--- src/rtl/cdma_req_splitter.sv ---
// Splits large client transfer requests into CDMA commands that never cross a
// 2^CHUNK_BITS byte boundary, tracks their completion and reports one done per request.
module cdma_req_splitter #(
  parameter int ADDR_BITS       = 34,
  parameter int LEN_BITS        = 26,
  parameter int REQ_LEN_BITS    = 32,
  parameter int CHUNK_BITS      = 20,
  parameter int MAX_OUTSTANDING = 8
) (
  input  logic                    aclk,
  input  logic                    aresetn,
  input  logic                    s_req_valid,
  output logic                    s_req_ready,
  input  logic [ADDR_BITS-1:0]    s_req_paddr,
  input  logic [REQ_LEN_BITS-1:0] s_req_len,
  output logic                    s_req_done,
  output logic                    m_cmd_valid,
  input  logic                    m_cmd_ready,
  output logic [ADDR_BITS-1:0]    m_cmd_paddr,
  output logic [LEN_BITS-1:0]     m_cmd_len,
  input  logic                    m_cmd_done,
  output logic                    busy,
  output logic                    err_underflow
);

  localparam int OUTST_BITS = $clog2(MAX_OUTSTANDING + 1);
  localparam int CW         = CHUNK_BITS + 1;

  typedef enum logic [1:0] {IDLE, ISSUE, DRAIN, DONE} state_t;

  state_t                  state_reg, state_next;
  logic [ADDR_BITS-1:0]    addr_q;
  logic [REQ_LEN_BITS-1:0] rem_q;
  logic [OUTST_BITS-1:0]   outst_q, outst_next;
  logic                    err_q;
  logic                    underflow_evt;

  logic [CW-1:0] room;
  logic [CW-1:0] chunk;
  logic          rem_fits;
  logic          accept;
  logic          cmd_hs;

  // Bytes left before the next chunk boundary; at most 2^CHUNK_BITS, never 0.
  assign room     = {1'b1, {CHUNK_BITS{1'b0}}} - {1'b0, addr_q[CHUNK_BITS-1:0]};
  assign rem_fits = rem_q <= REQ_LEN_BITS'(room);
  assign chunk    = rem_fits ? rem_q[CW-1:0] : room;

  assign accept = s_req_valid && s_req_ready;
  assign cmd_hs = m_cmd_valid && m_cmd_ready;

  always_comb begin
    outst_next    = outst_q;
    underflow_evt = 1'b0;
    if (cmd_hs && !m_cmd_done) begin
      outst_next = outst_q + OUTST_BITS'(1);
    end else if (!cmd_hs && m_cmd_done) begin
      if (outst_q == '0) underflow_evt = 1'b1;
      else               outst_next    = outst_q - OUTST_BITS'(1);
    end
  end

  always_ff @(posedge aclk or negedge aresetn) begin
    if (!aresetn) state_reg <= IDLE;
    else          state_reg <= state_next;
  end

  always_comb begin
    state_next = state_reg;
    case (state_reg)
      IDLE:    if (accept) state_next = (s_req_len == '0) ? DONE : ISSUE;
      ISSUE:   if (cmd_hs && rem_fits) state_next = DRAIN;
      // Looks at the post-update count so a final done finishes without an extra cycle.
      DRAIN:   if (outst_next == '0) state_next = DONE;
      DONE:    state_next = IDLE;
      default: state_next = IDLE;
    endcase
  end

  always_comb begin
    s_req_ready = (state_reg == IDLE);
    s_req_done  = (state_reg == DONE);
    busy        = (state_reg != IDLE);
    m_cmd_valid = 1'b0;
    m_cmd_paddr = '0;
    m_cmd_len   = '0;
    if (state_reg == ISSUE) begin
      m_cmd_valid = (outst_q < OUTST_BITS'(MAX_OUTSTANDING));
      m_cmd_paddr = addr_q;
      m_cmd_len   = LEN_BITS'(chunk);
    end
  end

  always_ff @(posedge aclk or negedge aresetn) begin
    if (!aresetn) begin
      addr_q  <= '0;
      rem_q   <= '0;
      outst_q <= '0;
      err_q   <= 1'b0;
    end else begin
      if (accept) begin
        addr_q <= s_req_paddr;
        rem_q  <= s_req_len;
      end else if (cmd_hs) begin
        addr_q <= addr_q + ADDR_BITS'(chunk);
        rem_q  <= rem_q - REQ_LEN_BITS'(chunk);
      end
      outst_q <= outst_next;
      if (underflow_evt) err_q <= 1'b1;
    end
  end

  assign err_underflow = err_q;

endmodule

--- config.mk ---
export PLATFORM = sky130hd
export DESIGN_NAME = cdma_req_splitter
export DESIGN_NICKNAME = d
export VERILOG_FILES = /design/src/rtl/cdma_req_splitter.sv
export SDC_FILE = /design/constraint.sdc
export NUM_CORES = 1
export LEC_CHECK = 0
export CORE_ASPECT_RATIO = 1.25
export CORE_MARGIN = 10
export CORE_UTILIZATION = 55
export CTS_CLUSTER_DIAMETER = 60
export DETAILED_ROUTE_END_ITERATION = 7
export PLACE_DENSITY = 0.83
export SYNTH_ARGS = -nofsm -noshare
export SYNTH_HDL_FRONTEND = slang
export SYNTH_SLANG_ARGS = --single-unit
--- constraint.sdc ---
create_clock -name aclk -period 6.5 [get_ports aclk]
set_input_delay 0.65 -clock aclk [delete_from_list [all_inputs] [get_ports aclk]]
set_output_delay 0.65 -clock aclk [all_outputs]
set_load 0.02 [all_outputs]
==> results.sh <==
export IMPL_status="complete, no violations"
export IMPL_yosysTopAreaCell="dfrtp_1"
export IMPL_cts_max_path_buffers=2
export IMPL_dieArea_mm2=0.0189
export IMPL_antenna_found_initial=0
export IMPL_wire_per_inst_um=19.0
export IMPL_avgSynthCellArea_um2=7.64
export IMPL_top_register="addr_q"
export IMPL_hp_class="register to register"
export IMPL_ys_seq_area_share_pct=24.1
export IMPL_async_flop_share_pct=100
export IMPL_routed_wl_um=24700
export IMPL_cts_root_buffer="clkbuf_16"
export IMPL_fmax_ghz=0.159
export IMPL_cts_sinks=73
export IMPL_portBuffers=130
export IMPL_required_ns=6.71
export IMPL_grt_pass1_wl_um=39300
export IMPL_reg2reg_slack_ns=0.20
export IMPL_drt_iter0_markers=627
export IMPL_die_x_um=125
export IMPL_slew_headroom_pct=33.2
export IMPL_final_util_pct=71.7
export IMPL_maxCapViolations=0
export IMPL_clk_latency_ns=0.35
export IMPL_synth_top_area_share_pct=24.1
export IMPL_path_max_fanout=14
export IMPL_gr_total_overflow=0
export IMPL_via_per_inst=6.04
export IMPL_cts_hold_buf=0
export IMPL_max_stage_delay_ns=0.54
export IMPL_hold_viol_final=0
export IMPL_worst_pin_slew_ns=1.00
export IMPL_drive_gt1_share_pct=8.22
export IMPL_slew_viol_final=0
export IMPL_slowest_stage="or4_1"
export IMPL_grt_usage_pct=24.8
export IMPL_drc=0
export IMPL_period_needed_ns=6.30
export IMPL_setup_violations=0
export IMPL_routed_via_count=7874
export IMPL_rows=47
export IMPL_fin_nets=1270
export IMPL_power_density_mw_per_mm2=649
export IMPL_power_uw=6240
export IMPL_holdWs_ns=0.503
export IMPL_skew_ns=0.00839
export IMPL_postSynthCellCount=992
export IMPL_synth_area_mm2=0.00758
export IMPL_antenna_cells=0
export IMPL_grt_max_degree=74
export IMPL_dr_pass1_iters=6
export IMPL_p_leak_uw=0.00400
export IMPL_io_pins=136
export IMPL_ir_drop_mv=0.370
export IMPL_clk_pin_slew_ns=0.07
export IMPL_h_tree_depth=3
export IMPL_cts_tree="built"
export IMPL_critPathKind="register to register"
export IMPL_cts_buffers=9
export IMPL_synth_edf_count=0
export IMPL_synth_cell_types=75
export IMPL_dieHeight_um=151
export IMPL_cp_end_kind="register"
export IMPL_ant_nets=0
export IMPL_grt_pass1_vias=7802
export IMPL_worstPathArrival_ns=6.51
export IMPL_largest_registers="addr_q x34, rem_q x32, outst_q x4"
export IMPL_startpoint_type="register"
export IMPL_core_mm2=0.0134
export IMPL_finalWeightedCongestion=0.953
export IMPL_yosys_register_bits=73
export IMPL_hpwl_um=18600
export IMPL_fin_crit_sh_pct=96.9
export IMPL_syn_to_final_growth_pct=26.8
export IMPL_netlist_top_cells_area="dfrtp_1 (24%), ha_1 (12%), nand2_1 (5.8%)"
export IMPL_ys_flop_type="dfrtp_1"
export IMPL_largest_reg_flops=34
export IMPL_ys_warn_count=0
export IMPL_start_util_pct=56.6
-- metal layers --
| layer | part of all wire, % | global-route usage [%] |
|---|---|---|
| met2 | 48 | 43.4 |
| met1 | 42 | 29.4 |
| met3 | 7.0 | 5.03 |
| met5 | 0 | 0 |
| met4 | 3.1 | 9.69 |
-- cells in the final DEF (no fill, tap or decap), drive strengths merged, types with 10 or more instances in the layout --
cell | Yosys | routed
nor2 | 80 | 80
nand3 | 15 | 15
nand2 | 119 | 119
mux2i | 18 | 18
xnor2 | 46 | 46
nand4 | 18 | 18
nor3 | 22 | 22
xor2 | 21 | 21
a21oi | 85 | 85
a31oi | 19 | 19
ha | 70 | 70
nor2b | 28 | 28
clkdlybuf4s50 | 0 | 129
nor4 | 18 | 18
o21ai | 84 | 84
inv | 60 | 61
and2 | 36 | 36
o21a | 10 | 10
buf | 12 | 37
a21o | 14 | 14
and3 | 10 | 10
dfrtp | 73 | 73
-- metrics by stage --
step	area (µm²)	setup WS [ns]	TNS, ns	cells
detailed placement	9160	0.0284	0	1283
finish	9610	0.203	0	1303
floorplan	7600	0.660	0	996
CTS	9460	0.0406	0	1299
global route	9610	-0.124	-0.637	1303
global placement	9160	0.244	0	1283
-- synthesized netlist by cell type, drive strengths merged (19+ instances only) --
| library cell | number |
|---|---|
| xnor2 | 46 |
| xor2 | 21 |
| ha | 70 |
| nor2b | 28 |
| dfrtp | 73 |
| a31oi | 19 |
| inv | 60 |
| o21ai | 84 |
| nand2 | 119 |
| and2 | 36 |
| nor2 | 80 |
| nor3 | 22 |
| clkbuf | 34 |
| a21oi | 85 |
-- final timing paths --
path	start	end	cells after the start
setup reg to reg	addr_q[5]	addr_q[27]	25
min in group asynchronous	aresetn	addr_q[27]	2
max in group asynchronous	aresetn	addr_q[4]	2
hold reg to reg	err_underflow	err_underflow	1
hold / removal	err_underflow	err_underflow	1
setup / recovery	addr_q[5]	addr_q[27]	25
-- cell type report --
class                   instances  area, µm²
multi-input cells             817       5470
well taps                     171        214
repair buffers                166       1580
flip-flops and latches         73       1830
clock inverters                 7       70.1
inverters                      60        225
clock buffers                   9        225
fillers                      1098       3800
-- report_power, final --
group          internal, µW  switching (µW)
combinational          2020            2670
sequential              686             350
clock                   297             216
total                  3010            3230
-- cell families (layout without fill, tap and decap cells) --
logic type | Yosys count | count (layout) | synth area share (%)
fa+ha+maj | 72 | 72 | 12.1
flops | 73 | 73 | 24.1
compound gates | 270 | 270 | 21.9
mux | 20 | 20 | 2.67
other cells | 1 | 5 | 0.0495
xor+xnor | 67 | 67 | 7.74
simple gates | 383 | 383 | 25.7
buf+inv | 106 | 242 | 5.74
-- worst max-delay path, delay by kind of cell, from the launching register on --
kind                       cells  cell delay [ns]
xor gates and xnor gates       2             0.39
DFF                            1             0.46
muxes                          2             0.60
and+or+nand+nor                8             2.32
AOI/OAI and AO/OA              6             0.98
adders and majority gates      2             0.67
buffers and inverters          5             0.72
-- repair_timing --
action / 4_1_cts / 5_1_grt
endpoints found under the hold margin: 0 / 0
pin swaps: 0 / 2
setup buffers: 0 / 4
resized for setup: 1 / 25
setup endpoints to repair: 1 / 41
(Power assumes the default switching activity.)
